[config.mk]
export PLATFORM = sky130hd
export DESIGN_NAME = vc_dest_router
export DESIGN_NICKNAME = d
export VERILOG_FILES = /design/src/rtl/vc_dest_router.sv
export SDC_FILE = /design/constraint.sdc
export NUM_CORES = 1
export LEC_CHECK = 0
export ABC_AREA = 1
export CAP_MARGIN = 20
export CORE_MARGIN = 2
export CORE_UTILIZATION = 40
export CTS_BUF_LIST = sky130_fd_sc_hd__clkbuf_4 sky130_fd_sc_hd__clkbuf_8 sky130_fd_sc_hd__clkbuf_16
export CTS_CLUSTER_SIZE = 24
export DETAILED_ROUTE_END_ITERATION = 6
export GPL_ROUTABILITY_DRIVEN = 0
export HOLD_SLACK_MARGIN = 0.1
export PLACE_DENSITY_LB_ADDON = 0.12
export SLEW_MARGIN = 20
export SYNTH_ARGS = -nofsm -noshare
export SYNTH_HDL_FRONTEND = slang
export SYNTH_SLANG_ARGS = --single-unit
[constraint.sdc]
create_clock -name clk -period 1.7 [get_ports clk]
set_input_delay 0.34 -clock clk [delete_from_list [all_inputs] [get_ports clk]]
set_output_delay 0.34 -clock clk [all_outputs]
set_load 0.005 [all_outputs]
[src/rtl/vc_dest_router.sv]
// Pops words from two virtual-channel FIFOs and routes each one, by one bit of the word,
// to destination FIFO d0 or d1. Define VC_ROUND_ROBIN_EN for alternating VC priority.
module vc_dest_router #(
  parameter int DATA_SIZE = 6,
  parameter int DEST_BIT  = 4,
  parameter int CNT_SIZE  = 5
) (
  input  logic                 clk,
  input  logic                 reset,
  input  logic                 vc0_empty,
  input  logic                 vc1_empty,
  input  logic [DATA_SIZE-1:0] vc0_data,
  input  logic [DATA_SIZE-1:0] vc1_data,
  input  logic                 pause_d0,
  input  logic                 pause_d1,
  output logic                 vc0_pop,
  output logic                 vc1_pop,
  output logic                 push_d0,
  output logic                 push_d1,
  output logic [DATA_SIZE-1:0] data_d0,
  output logic [DATA_SIZE-1:0] data_d1,
  output logic                 idle,
  output logic [CNT_SIZE-1:0]  cnt_d0,
  output logic [CNT_SIZE-1:0]  cnt_d1
);

  typedef enum logic [1:0] {
    ST_RESET,
    ST_IDLE,
    ST_ACTIVE
  } state_t;

  localparam logic [CNT_SIZE-1:0] CNT_ONE = CNT_SIZE'(1);

  state_t                 state;
  state_t                 state_nxt;
  logic                   pop_ok;
  logic                   pop_any;
  logic                   s1_valid;
  logic                   s1_src;
  logic [DATA_SIZE-1:0]   word;
  logic                   word_dest;
  logic                   route_d0;
  logic                   route_d1;
  logic                   idle_nxt;

`ifdef VC_ROUND_ROBIN_EN
  // 1 = VC1 was served last, so VC0 wins the next contended cycle
  logic                   last_grant;
`endif

  // Destination is unknown until the word returns, so either pause blocks every pop
  always_comb begin
    pop_ok  = (state != ST_RESET) && !pause_d0 && !pause_d1;
    vc0_pop = 1'b0;
    vc1_pop = 1'b0;
`ifdef VC_ROUND_ROBIN_EN
    if (pop_ok) begin
      if (!vc0_empty && !vc1_empty) begin
        if (last_grant) vc0_pop = 1'b1;
        else            vc1_pop = 1'b1;
      end else if (!vc0_empty) begin
        vc0_pop = 1'b1;
      end else if (!vc1_empty) begin
        vc1_pop = 1'b1;
      end
    end
`else
    if (pop_ok) begin
      if (!vc0_empty)      vc0_pop = 1'b1;
      else if (!vc1_empty) vc1_pop = 1'b1;
    end
`endif
  end

  assign pop_any = vc0_pop | vc1_pop;

  // Read data from the VC popped in the previous cycle is valid now
  always_comb begin
    word      = s1_src ? vc1_data : vc0_data;
    word_dest = word[DEST_BIT];
    route_d0  = s1_valid && (state != ST_RESET) && !word_dest;
    route_d1  = s1_valid && (state != ST_RESET) &&  word_dest;
    idle_nxt  = !pop_any && !s1_valid && vc0_empty && vc1_empty;
  end

  always_comb begin
    state_nxt = state;
    case (state)
      ST_RESET:  state_nxt = ST_IDLE;
      ST_IDLE:   if (pop_any) state_nxt = ST_ACTIVE;
      ST_ACTIVE: if (vc0_empty && vc1_empty && !pop_any && !s1_valid &&
                     !push_d0 && !push_d1)
                   state_nxt = ST_IDLE;
      default:   state_nxt = ST_RESET;
    endcase
  end

  always_ff @(posedge clk or posedge reset) begin
    if (reset) begin
      state    <= ST_RESET;
      s1_valid <= 1'b0;
      s1_src   <= 1'b0;
      push_d0  <= 1'b0;
      push_d1  <= 1'b0;
      data_d0  <= '0;
      data_d1  <= '0;
      cnt_d0   <= '0;
      cnt_d1   <= '0;
      idle     <= 1'b1;
    end else begin
      state    <= state_nxt;
      s1_valid <= pop_any;
      s1_src   <= vc1_pop;
      push_d0  <= route_d0;
      push_d1  <= route_d1;
      idle     <= idle_nxt;
      // Counters advance with the push register so they include the word being pushed
      if (route_d0) begin
        data_d0 <= word;
        cnt_d0  <= cnt_d0 + CNT_ONE;
      end
      if (route_d1) begin
        data_d1 <= word;
        cnt_d1  <= cnt_d1 + CNT_ONE;
      end
    end
  end

`ifdef VC_ROUND_ROBIN_EN
  always_ff @(posedge clk or posedge reset) begin
    if (reset)        last_grant <= 1'b1;
    else if (pop_any) last_grant <= vc1_pop;
  end
`endif

endmodule

==> metrics.yaml <==
cells_and_area:
  drive_gt1_share_pct: 16.9
  finalNonFillerCells: 284
  finalInstanceArea_mm2: 0.00212
  diodes: 0
  layout_common_cells: "80 x nand2_1, 40 x clkdlybuf4s50_1, 28 x dfrtp_1"
  areaGrowthSynthToFinish_pct: 44.1
  fin_nets: 255
  mostFrequentLayoutCell: "nand2_1"
drt:
  viasPerCell: 4.52
  drt_wl_total_mm: 3.10
  dr.pass1.iters: 4
  vias: 1285
  drt.antenna.violating_nets: 0
  route.detailed.drc: 0
  first_iter_violations: 71
  avgRoutedWirePerCell_um: 10.9
yosys:
  ys_seq_elements: 29
  syn_area_mm2: 0.00147
  netlist_instances: 179
  synth_compound_area_share_pct: 0
  ys_seq_area_share_pct: 49.3
  synthDistinctLibCells: 19
  synth-adder-area-share_pct: 1.70
  synth.area.mux_share_pct: 0
  yosys_warnings: 0
  synthXorXnorAreaFrac_pct: 0.594
  synth_top_family_by_area: "simple AND/OR/NAND/NOR gates"
  syn_nets: 199
  syn-mean-instance-area_um2: 8.23
  synth_edf_count: 0
  async_reset_ff_share_pct: 100
  synthFlopType: "dfrtp_1"
  synth-simple-area-share_pct: 40.3
cts:
  h-tree-depth: 2
  numCtsBuffers: 5
  hold_buffers: 0
  cts.sinks: 29
  cts_tree: "built"
  cts_buffer_depth: 2
  clk-insertion-delay-late_ns: 0.27
  clk_pin_slew_ns: 0.06
  cts-root-buf: "clkbuf_8"
flow_run:
  drv_cap: 0
worst_setup_path:
  cp-start-kind: "flip-flop"
  cpPeakStageDelay_ns: 0.55
  cp.arrival_ns: 1.30
  critical_path_class: "reg -> out"
  cp_num_buf_inv: 1
  path_cells: "clkdlybuf4s50_1"
  cpMaxStageDelayCell: "clkdlybuf4s50_1"
  end_kind: "primary output"
  critical-path-top-delay-family: "buffers and inverters"
  cp-startpoint: "cnt_d1[2]$_DFFE_PP0P_"
  reg2reg_from: "s1_src$_DFF_PP0_"
  cp_max_fo: 8
  timing.critical_path.required_ns: 1.36
sta:
  fin_crit_ns: 1.64
  final-setup-viol-count: 0
  hold_violations: 0
  period_share_pct: 96.5
  finClkSkew_ns: 0.00427
  drv_slew: 0
  fin_setup_tns_ns: 0
  max_slew.worst_pin.slew_ns: 0.373
  slew_headroom_pct: 75.1
  fmax_ghz: 0.610
global_routing:
  grt_use_total_pct: 17.0
  grt_pass1_wl_mm: 5.42
  grt_pass1_vias: 1175
  antenna_found_initial: 0
  grt_max_degree: 30
  grt_overflow: 0
outcome:
  status: "completed"
pwr:
  p_leak_nw: 1.09
  cellPowerDensity_mw_per_mm2: 1200
  design_power_total_mw: 2.54
  peakVddDrop_mv: 0.570
floorplan:
  die_x_um: 64.7
  core_mm2: 0.00361
  fp.dieArea_mm2: 0.00419
  die_y_um: 64.7
  start_util_pct: 40.9
  pin_count: 45
  core.rowCount: 22
place:
  place_area_mm2: 0.00198
  dp_hpwl_mm: 2.28
  post-place-cells: 274
  placement.io_buffers: 44
hold_path:
  hp-class: "in -> async"
[stage by stage]
| step | hold WS (ns) | utilization, % | setup WS (ns) |
|---|---|---|---|
| final | 0.434 | 58.9 | 0.0596 |
| after global routing | 0.470 | 58.9 | -0.00679 |
| after CTS | 0.449 | 58.4 | -0.0664 |
| after detailed placement | 0.453 | 54.8 | -0.408 |
| after global placement | 0.449 | 54.8 | -0.401 |
| after floorplan | 0.417 | - | 0.527 |
[timing repair]
action / CTS / global route
gates resized for setup: 3 / 8
pin swaps: 1 / 3
setup endpoints to repair: 2 / 2
setup buffers: 1 / 1
[worst paths after layout]
check	end	slack (ns)	depth (start not counted)
min in group clk	data_d1[4]$_DFFE_PP0P_	0.47	2
hold / removal	cnt_d1[2]$_DFFE_PP0P_	0.43	3
max in group asynchronous	idle$_DFF_PP1_	0.96	3
setup / recovery	cnt_d1[2]	0.06	1
hold reg to reg	data_d1[4]$_DFFE_PP0P_	0.47	2
setup reg to reg	cnt_d0[3]$_DFFE_PP0P_	0.40	6
[logic make-up after synthesis]
kind of cell / after synthesis
xor+xnor: 1
flops: 29
simple gates: 125
buf+inv: 22
fa+ha+maj: 2
[power breakdown]
part / leakage, nW / total [mW] / internal, mW / switching (mW)
Clock: 0.0619 / 0.736 / 0.493 / 0.243
Sequential: 0.369 / 1.04 / 0.860 / 0.177
Combinational: 0.657 / 0.764 / 0.454 / 0.310
[cell type report]
cell class                      count  area [um^2]
Inverter                           19         76.3
Multi-Input combinational cell    128          641
Clock inverter                      1         30.0
Timing Repair Buffer               52          499
Clock buffer                        7         90.1
Sequential cell                    29          727
Tap cell                           48         60.1
Fill cell                         350         1480
[synth_stat cells (2+ instances only)]
cell type | n | area share (%)
dfrtp_1 | 28 | 48
ha_1 | 2 | 1.7
nor2_1 | 7 | 1.8
nand2_8 | 2 | 2.7
nand4_1 | 6 | 2.5
buf_6 | 2 | 1.5
nand3_1 | 13 | 4.4
inv_1 | 17 | 4.3
nand2_2 | 12 | 5.1
nand2_1 | 81 | 21
[registers in the layout, indices dropped and copies added, names as in the netlist]
signal / cells
push_d1: 1
s1_src: 1
s1_valid: 1
data_d1: 6
push_d0: 1
data_d0: 6
state: 2
idle: 1
cnt_d1: 5
cnt_d0: 5
[per-layer routing]
layer | up-vias | track usage (%) | part of all wire, %
li1 | 662 | - | -
met3 | 6 | 5.73 | 4.4
met4 | 0 | 5.05 | 1.8
met1 | 585 | 21.6 | 45
met5 | - | 0 | 0
met2 | 32 | 27.4 | 49
(Power assumes the default switching activity.)
